<file path="config.mk">
export PLATFORM = sky130hd
export DESIGN_NAME = req_value_arbiter_flat
export DESIGN_NICKNAME = d
export VERILOG_FILES = /design/src/rtl/req_value_arbiter_if.sv /design/src/rtl/req_value_arbiter.sv /design/src/flat_wrapper.sv
export SDC_FILE = /design/constraint.sdc
export NUM_CORES = 1
export LEC_CHECK = 0
export CORE_ASPECT_RATIO = 1.1
export CORE_UTILIZATION = 35
export DETAILED_ROUTE_END_ITERATION = 8
export GPL_TIMING_DRIVEN = 0
export PLACE_DENSITY = 0.85
export REMOVE_ABC_BUFFERS = 1
export SLEW_MARGIN = 20
export SYNTH_ARGS = -nofsm -noshare
export SYNTH_HDL_FRONTEND = slang
export SYNTH_SLANG_ARGS = --single-unit
</file>
<file path="constraint.sdc">
create_clock -name clk -period 1.59 [get_ports clk]
set_input_delay 0.318 -clock clk [delete_from_list [all_inputs] [get_ports clk]]
set_output_delay 0.318 -clock clk [all_outputs]
set_load 0.01 [all_outputs]
</file>
<file path="src/rtl/req_value_arbiter_if.sv">
// Request/value bus shared by req_value_arbiter and its environment.
// slave = arbiter view, master = requester/consumer view.
interface req_value_arbiter_if #(
   parameter int unsigned NREQ = 4,
   parameter int unsigned IW   = 2,
   parameter int unsigned DW   = 32
);
   logic [NREQ-1:0]    req;
   logic [NREQ*DW-1:0] req_value;
   logic [NREQ-1:0]    req_ack;
   logic               out_valid;
   logic               out_ready;
   logic [DW-1:0]      out_value;
   logic [NREQ-1:0]    grant;
   logic [IW-1:0]      grant_idx;

   modport master (
      output req, req_value, out_ready,
      input  req_ack, out_valid, out_value, grant, grant_idx
   );

   modport slave (
      input  req, req_value, out_ready,
      output req_ack, out_valid, out_value, grant, grant_idx
   );
endinterface

</file>
<file path="src/rtl/req_value_arbiter.sv">
// Grants one of NREQ requesters, captures its value and presents it under valid/ready.
// Define REQ_ARB_ROUND_ROBIN_EN for rotating priority; default build is fixed lowest-index priority.
module req_value_arbiter #(
   parameter int unsigned NREQ = 4,
   parameter int unsigned IW   = 2,
   parameter int unsigned DW   = 32
) (
   input  logic                 clk,
   input  logic                 rst,
   req_value_arbiter_if.slave   bus
);

   typedef enum logic {
      IDLE = 1'b0,
      BUSY = 1'b1
   } state_e;

   state_e            state_q, state_d;
   logic              out_valid_q, out_valid_d;
   logic [DW-1:0]     out_value_q, out_value_d;
   logic [NREQ-1:0]   grant_q, grant_d;
   logic [IW-1:0]     grant_idx_q, grant_idx_d;
   logic [NREQ-1:0]   req_ack_q, req_ack_d;
   logic [IW-1:0]     ptr;

`ifdef REQ_ARB_ROUND_ROBIN_EN
   logic [IW-1:0]     ptr_q, ptr_d;
   assign ptr = ptr_q;
`else
   assign ptr = '0;
`endif

   logic [DW-1:0]     req_vals [NREQ];
   logic [IW-1:0]     sel_idx;
   logic [IW-1:0]     cand;
   logic              found;

   always_comb begin
      for (int unsigned i = 0; i < NREQ; i++) begin
         req_vals[i] = bus.req_value[i*DW +: DW];
      end
   end

   // Scan upward from ptr; NREQ is a power of two so the IW-bit add wraps modulo NREQ.
   always_comb begin
      sel_idx = ptr;
      cand    = '0;
      found   = 1'b0;
      for (int unsigned off = 0; off < NREQ; off++) begin
         cand = ptr + IW'(off);
         if (!found && bus.req[cand]) begin
            sel_idx = cand;
            found   = 1'b1;
         end
      end
   end

   always_comb begin
      state_d     = state_q;
      out_valid_d = out_valid_q;
      out_value_d = out_value_q;
      grant_d     = grant_q;
      grant_idx_d = grant_idx_q;
      req_ack_d   = '0;
`ifdef REQ_ARB_ROUND_ROBIN_EN
      ptr_d       = ptr_q;
`endif
      case (state_q)
         IDLE: begin
            if (|bus.req) begin
               grant_d     = NREQ'(1) << sel_idx;
               grant_idx_d = sel_idx;
               out_value_d = req_vals[sel_idx];
               out_valid_d = 1'b1;
               state_d     = BUSY;
            end
         end
         BUSY: begin
            if (out_valid_q && bus.out_ready) begin
               out_valid_d = 1'b0;
               grant_d     = '0;
               req_ack_d   = grant_q;
`ifdef REQ_ARB_ROUND_ROBIN_EN
               ptr_d       = grant_idx_q + IW'(1);
`endif
               state_d     = IDLE;
            end
         end
         default: state_d = IDLE;
      endcase
   end

   always_ff @(posedge clk) begin
      if (!rst) begin
         state_q     <= IDLE;
         out_valid_q <= 1'b0;
         out_value_q <= '0;
         grant_q     <= '0;
         grant_idx_q <= '0;
         req_ack_q   <= '0;
      end else begin
         state_q     <= state_d;
         out_valid_q <= out_valid_d;
         out_value_q <= out_value_d;
         grant_q     <= grant_d;
         grant_idx_q <= grant_idx_d;
         req_ack_q   <= req_ack_d;
      end
   end

`ifdef REQ_ARB_ROUND_ROBIN_EN
   always_ff @(posedge clk) begin
      if (!rst) begin
         ptr_q <= '0;
      end else begin
         ptr_q <= ptr_d;
      end
   end
`endif

   assign bus.out_valid = out_valid_q;
   assign bus.out_value = out_value_q;
   assign bus.grant     = grant_q;
   assign bus.grant_idx = grant_idx_q;
   assign bus.req_ack   = req_ack_q;

   a_grant_onehot0 : assert property (@(posedge clk) disable iff (!rst) $onehot0(grant_q));
   a_ack_excl_valid : assert property (@(posedge clk) disable iff (!rst) !((|req_ack_q) && out_valid_q));

endmodule
</file>
<file path="src/flat_wrapper.sv">
// flat-port wrapper written by rule: the top's interface ports become plain ports
module req_value_arbiter_flat 
#(
   parameter int unsigned NREQ = 4,
   parameter int unsigned IW   = 2,
   parameter int unsigned DW   = 32
)
  (clk, rst, bus_req, bus_req_value, bus_out_ready, bus_req_ack, bus_out_valid, bus_out_value, bus_grant, bus_grant_idx);
  req_value_arbiter_if #(.NREQ(NREQ), .IW(IW), .DW(DW)) bus_i ();
  input  logic clk;
  input  logic rst;
  input wire logic [$bits(bus_i.req)-1:0] bus_req;
  input wire logic [$bits(bus_i.req_value)-1:0] bus_req_value;
  input wire logic [$bits(bus_i.out_ready)-1:0] bus_out_ready;
  output wire logic [$bits(bus_i.req_ack)-1:0] bus_req_ack;
  output wire logic [$bits(bus_i.out_valid)-1:0] bus_out_valid;
  output wire logic [$bits(bus_i.out_value)-1:0] bus_out_value;
  output wire logic [$bits(bus_i.grant)-1:0] bus_grant;
  output wire logic [$bits(bus_i.grant_idx)-1:0] bus_grant_idx;
  assign bus_i.req = bus_req;
  assign bus_i.req_value = bus_req_value;
  assign bus_i.out_ready = bus_out_ready;
  assign bus_req_ack = bus_i.req_ack;
  assign bus_out_valid = bus_i.out_valid;
  assign bus_out_value = bus_i.out_value;
  assign bus_grant = bus_i.grant;
  assign bus_grant_idx = bus_i.grant_idx;
  req_value_arbiter #(.NREQ(NREQ), .IW(IW), .DW(DW)) u_core (.clk(clk), .rst(rst), .bus(bus_i));
endmodule
</file>
==> results of run 1 <==
[state kept, by name (all words and copies together) (netlist names)]
register              cells
u_core.bus.out_value     32
u_core.bus.out_valid      1
u_core.state_q            1
u_core.bus.grant          4
u_core.bus.req_ack        4
u_core.bus.grant_idx      2
[worst reg2reg max path, cell delays in order, from the launching register on]
cell and delay (ps):
dfxtp_4 540, buf_16 210, nand3_1 210, and2_1 220
o21a_1 150
[metrics by stage]
step	instances	TNS, ps
2_1_floorplan	210	-8460
3_3_place_gp	469	-93900
3_5_place_dp	479	-24710
4_1_cts	493	0
5_1_grt	494	0
6_report	494	0
[layer usage]
metal,part of all wire,vias up
li1,-,1353
met5,0,-
met1,0.39,1372
met3,0.062,16
met2,0.53,117
met4,0.018,0
[repair_timing]
item | 4_1_cts | 5_1_grt
setup endpoints to repair | 37 | 11
resized for setup | 7 | 7
pin swaps | 3 | 1
hold buffers | 0 | 0
setup buffers | 5 | 1
cloned | 1 | 0
[cells by family after synthesis]
logic type,Yosys count
AO/OA/AOI/OAI,140
flip-flops,44
buffers and inverters,37
AND/OR/NAND/NOR,23
[power by group]
group | switching, mW | internal, mW | leakage [nW]
Combinational | 0.378 | 0.695 | 1.34
Sequential | 0.0648 | 1.19 | 0.365
Clock | 0.397 | 0.466 | 0.0541
[worst paths after layout]
check | start | slack, ps | to | cells after the start
worst min-delay path | rst | 480 | u_core.bus.out_valid$_SDFFE_PN0P_ | 3
worst max register to register | u_core.state_q$_SDFF_PN0_ | 170 | u_core.bus.out_valid$_SDFFE_PN0P_ | 4
worst max-delay path | u_core.bus.grant_idx[0]$_SDFFE_PN0P_ | 40 | bus_grant_idx[0] | 1
worst min register to register | u_core.bus.grant[3]$_SDFFE_PN0P_ | 500 | u_core.bus.req_ack[3]$_SDFF_PN0_ | 1
[layout by cell type (no fill, tap or decap)]
cell type        instances
dfxtp_1                 43
inv_1                    2
dfxtp_4                  1
o211ai_1                 4
a311o_1                  1
buf_6                    5
buf_16                   4
a2bb2oi_1               31
nor4b_4                  1
and2_1                   1
nand2_1                  4
clkbuf_8                 5
or2b_1                   1
clkdlybuf4s50_1        170
buf_12                   2
bufinv_16                1
buf_4                    5
nor2_4                   1
or3b_1                   1
dlymetal6s2s_1           2
clkbuf_2                 1
nor4_4                   1
and3b_1                  1
dlygate4sd2_1            1
nand3_1                  2
o221a_2                 24
buf_8                    2
clkinvlp_4               3
and3_1                   5
a21oi_1                 33
nor2_1                   3
buf_2                    1
clkinv_2                 1
o221a_1                 10
o21a_1                   1
or3_4                    1
nor3b_4                  1
a21boi_0                 5
a221o_1                 31
[area by class of cell]
| class | count | area, µm² | share of cell area |
|---|---|---|---|
| sequential | 44 | 885 | 0.195 |
| timing repair inverter | 1 | 7.51 | 0.00165 |
| clock buffer | 5 | 68.8 | 0.0152 |
| clock inverter | 3 | 42.5 | 0.00937 |
| tap | 82 | 103 | 0.0226 |
| timing repair buffer | 193 | 2020 | 0.445 |
| multi-input combinational | 163 | 1400 | 0.308 |
| inverter | 3 | 15.0 | 0.00331 |
==> metrics, run 1 <==
TritonCTS clock tree=built; Area after DPL=4340 µm²; Worst Hold Class=in2reg; share of cells above drive strength 1=0.146; Post-synth EDFFs=0; register area share after synthesis=0.353; vias in the first global route=2,988; VDD IR max=0.000494 V; drc violations=0; Clock Pin Slew Worst Setup and Hold Paths=90 ps; Tmin final=1550 ps; Clock Tree Buf Depth=2; async set-reset flop share out of synthesis=0; Initial Utilization=0.370; Rows=31; IO buf count=177; Setup crit end kind=output pin; Buf+Inv Stages, Crit Path=1; Total GRT Usage=0.253; synthesized area=2490 µm²; Setup Slack @ Placement=-724 ps; met3 usage=0.0475; ANT cells=0; GR Layer Usage met2=0.472; clk sinks=44; mux cell area share after synthesis=0; Crit path largest cell delay=590 ps; synth warn=0; drt initial violations=96; maximum fanout along the worst path=2; Cell Chain, Critical Path=clkdlybuf4s50_1; CP Launch Type=flop; syn avg cell area=10.2 µm²; Syn Inst Count=244; Tightest Pin Transition=416 ps; crit path kind=reg2out; RSZ-0062 raised after global routing=no; initial antenna violation count=0; Nets=546; Max Slew Vio Count=0; Clock Skews=5.84 ps; Die Ht=90.6 µm; GRT met1 Usage=0.282; busiest grt layer=met2; ANT nets after route=0; cell family with most CP delay=buffers and inverters; DIE AREA=7470 µm²; area leader, netlist=dfxtp_1; Leak=1.76 nW; main combinational cell family by area after synthesis=compound AO/OA/AOI/OAI gates; total power=3.19 mW; fin util=0.673; area grow syn2layout=82.0%; FILL cells=591; power density over the cells=703 nW/µm²; gr ovfl total=0; ranking of synthesized cells by area=dfxtp_1 35%, a221o_1 12%, a2bb2oi_1 11%; Post-DP HPWL=6930 µm; largest net degree at the start of global routing=45; post-route worst setup slack=44.5 ps; routed len/inst=19.6 µm; H-tree levels=2; CTS Buf Count=5; clock latency at the later pin of the worst-skew pair=290 ps; #FFs+latches synth=44; endpoints failing hold=0; Routed WL=9700 µm; core footprint=6750 µm²; number of max-cap violations=0; first-pass GRT wire length=14,600 µm; Post-Synth Simple-Gate Area=0.0702; Synth Area in Compound Gates=0.487; xor and xnor area share after synthesis=0; fin crit share=0.972; Top FF cell, synth=dfxtp_1; status=completed; count leader, synth=dfxtp_1; arrival time at the worst endpoint=1230 ps; top post-synthesis cells by count=44 x dfxtp_1, 33 x a21oi_1, 31 x a221o_1, 31 x a2bb2oi_1, 24 x o221a_2; Synth cell types=28; Post-Synth Adder-Cell Area=0; Worst Path Required=1270 ps; share of the synthesized area in the top cell type=0.353; first-pass iteration count of the detailed router=6; Worst slew margin=0.722; die width=82.5 µm; via count=2,858; WHS=475 ps; Vias/cell=5.79; fmax=0.647 GHz; root buf cell=clkbuf_8; CP max-delay cell=clkdlybuf4s50_1; RePlAce Congestion=0.771; Setup-failing EPs final=0; post-route cell area=4540 µm²; I/O pin count=178
No activity file was read; power rests on OpenSTA's default activity.
==> run 2, diff against run 1 <==
--- a/config.mk
+++ b/config.mk
@@ -6,6 +6,7 @@
 export NUM_CORES = 1
 export LEC_CHECK = 0
 export CORE_ASPECT_RATIO = 1.1
+export CORE_MARGIN = 2
 export CORE_UTILIZATION = 35
 export DETAILED_ROUTE_END_ITERATION = 8
 export GPL_TIMING_DRIVEN = 0
@@ -15,3 +16,4 @@
 export SYNTH_ARGS = -nofsm -noshare
 export SYNTH_HDL_FRONTEND = slang
 export SYNTH_SLANG_ARGS = --single-unit
+export TNS_END_PERCENT = 5
==> constraint.sdc (replaced) <==
create_clock -name clk -period 1.5 [get_ports clk]
set_input_delay 0.3 -clock clk [delete_from_list [all_inputs] [get_ports clk]]
set_output_delay 0.3 -clock clk [all_outputs]
set_load 0.01 [all_outputs]
==> run 2 against run 1 <==
Against the previous run: clock-buffer cell count up 1; setup slack worse by 11 ps; clock skew down 1.1 ps; clock power up 6.3%; routed wire length up 0.15%; largest cell class unchanged.
==> metrics, run 2 (synthesis gave the netlist of run 1 again) <==
Crit path largest cell delay=530 ps (-60 ps); RSZ-0062 raised after global routing=yes; CTS Hold Buffers Added=0 (unchanged); clk sinks=44 (unchanged); maximum fanout along the worst path=2 (unchanged); worst hold path depth=2 (-1); ANT cells=0 (unchanged); Clock Tree Buf Depth=2 (unchanged); Die Ht=92.6 µm (+2.2%); drt initial violations=124 (+29%); Seq pwr share=0.396 (+0.002); min-delay src=rst; Rows=32 (+3.2%); Vias/cell=5.82 (+0.56%); fmax=0.682 GHz; Placed Cells=480 (+0.21%); status=completed; core footprint=6970 µm² (+3.2%); area grow syn2layout=81.4%; Total GRT Usage=0.238 (-0.0151); drc violations=0 (unchanged); arrival time at the worst endpoint=1170 ps (-60 ps); die width=84.5 µm (+2.4%); Comb power frac=0.329 (-0.007); ANT nets after route=0 (unchanged); Clk network pwr share=0.276 (+0.006); Worst slew margin=0.567 (-0.155); crit path kind=reg2out; largest net degree at the start of global routing=44 (-2.2%); CP max-delay cell=clkdlybuf4s50_1; Initial Utilization=0.358 (-0.0116); Routed WL=9720 µm (+0.15%); Worst R2R End=u_core.bus.out_value[2]$_SDFFE_PN0P_; routed len/inst=19.7 µm (+0.15%); Post-DP HPWL=6830 µm (-1.4%); gr ovfl total=0 (unchanged); worst r2r src=u_core.state_q$_SDFF_PN0_; RePlAce Congestion=0.746 (-3.2%); Hold EP=u_core.bus.out_value[8]$_SDFFE_PN0P_; vias in the first global route=3,018 (+1.0%); via count=2,874 (+0.56%); Buf+Inv Stages, Crit Path=1 (unchanged); total power=3.33 mW (+4.2%); first-pass GRT wire length=15,000 µm (+3.0%); final cell count without fillers=494 (unchanged); Cell Chain, Critical Path=clkdlybuf4s50_1; Clock Skews=4.75 ps (-1.09 ps); Tmin final=1470 ps; clock latency at the later pin of the worst-skew pair=290 ps (about the same); CP Launch Type=flop; share of cells above drive strength 1=0.139 (-0.00627); Nets=543 (-0.55%); Leak=2.08 nW (+18%); Max Slew Vio Count=0 (unchanged); Net Switching=879 µW (+4.7%); most frequent cells in the layout=134 x clkdlybuf4s50_1, 43 x dfxtp_1, 33 x a21oi_1; Setup crit end kind=output pin; number of max-cap violations=0 (unchanged); root buf cell=clkbuf_8; Worst Hold Class=in2reg; Worst Path Required=1200 ps (-70 ps); Setup-failing EPs final=0 (unchanged); power density over the cells=735 nW/µm² (+4.6%); H-tree levels=2 (unchanged); IO buf count=177 (unchanged); cell family with most CP delay=buffers and inverters; most common cell after layout, fill and taps aside=clkdlybuf4s50_1; Net Sw Frac=0.264 (+0.00116); max reg flops=32 (unchanged); Reg2Reg Depth=4 (unchanged); DIE AREA=7820 µm² (+4.7%); fin util=0.650 (-0.0230); Clock Pin Slew Worst Setup and Hold Paths=90 ps (about the same); VDD IR max=0.000524 V (+6.1%); initial antenna violation count=0 (unchanged); R2R setup slack=70 ps (-100 ps); Tightest Pin Transition=648 ps (+232 ps); I/O pin count=178 (unchanged); endpoints failing hold=0 (unchanged); CTS Buf Count=5 (unchanged); first-pass iteration count of the detailed router=4 (-2); fin crit share=0.977; TritonCTS clock tree=built; Int Power=2.45 mW (+4.1%)
==> run 2: per-stage QoR <==
| stage | hold slack (ps) | setup slack, ps | cell area [µm²] | TNS, ps |
|---|---|---|---|---|
| floorplan | 416 | -343 | 2280 | -11950 |
| global placement | 495 | -2570 | 4160 | -98230 |
| detailed placement | 495 | -909 | 4310 | -29700 |
| CTS | 270 | 0.341 | 4450 | 0 |
| global route | 283 | -4.09 | 4530 | -11.7 |
| finish | 275 | 33.9 | 4530 | 0 |
==> run 2: worst max path at each step <==
stage / startpoint / end / slack, ps / cells after the start
global placement: bus_req[1] / u_core.bus.out_value[16]$_SDFFE_PN0P_ / -2570 / 4
floorplan: u_core.state_q$_SDFF_PN0_ / u_core.bus.out_value[0]$_SDFFE_PN0P_ / -340 / 2
global route: u_core.state_q$_SDFF_PN0_ / u_core.bus.out_value[21]$_SDFFE_PN0P_ / -4 / 4
CTS: u_core.bus.out_value[18]$_SDFFE_PN0P_ / bus_out_value[18] / 0.3 / 1
detailed placement: bus_req[2] / u_core.bus.out_value[16]$_SDFFE_PN0P_ / -910 / 5
finish: u_core.bus.out_value[28]$_SDFFE_PN0P_ / bus_out_value[28] / 30 / 1
==> run 2: layout make-up <==
type	instances	area, µm²
well taps	85	106
repair buffers	191	2020
inverters	3	11.3
flip-flops and latches	44	882
fillers	586	2440
clock buffers	6	72.6
multi-input cells	163	1400
clock inverters	2	35.0
==> run 2: power groups by stage <==
stage	clock, mW	combinational, mW	sequential (mW)
final	0.917	1.09	1.32
after global routing	0.991	1.17	1.33
after CTS	0.932	1.11	1.32
after detailed placement	0	1.12	1.35
after global placement	0	1.03	1.36
after floorplan	0	0.329	1.40
==> run 2: what timing repair did <==
action / 4_1_cts / 5_1_grt
setup endpoints to repair: 53 / 42
setup buffers: 4 / 2
gates resized for setup: 29 / 24
pin swaps: 2 / 1
hold endpoints to repair: 0 / 0
==> run 2: routing by layer <==
| layer | vias to the layer above | wire length, µm | global-route usage | share of wire |
|---|---|---|---|---|
| met5 | - | 0 | 0 | 0 |
| met4 | 0 | 107 | 0.0688 | 0.011 |
| met3 | 8 | 707 | 0.0606 | 0.073 |
| met2 | 132 | 5100 | 0.442 | 0.52 |
| met1 | 1384 | 3800 | 0.266 | 0.39 |
| li1 | 1350 | - | - | - |
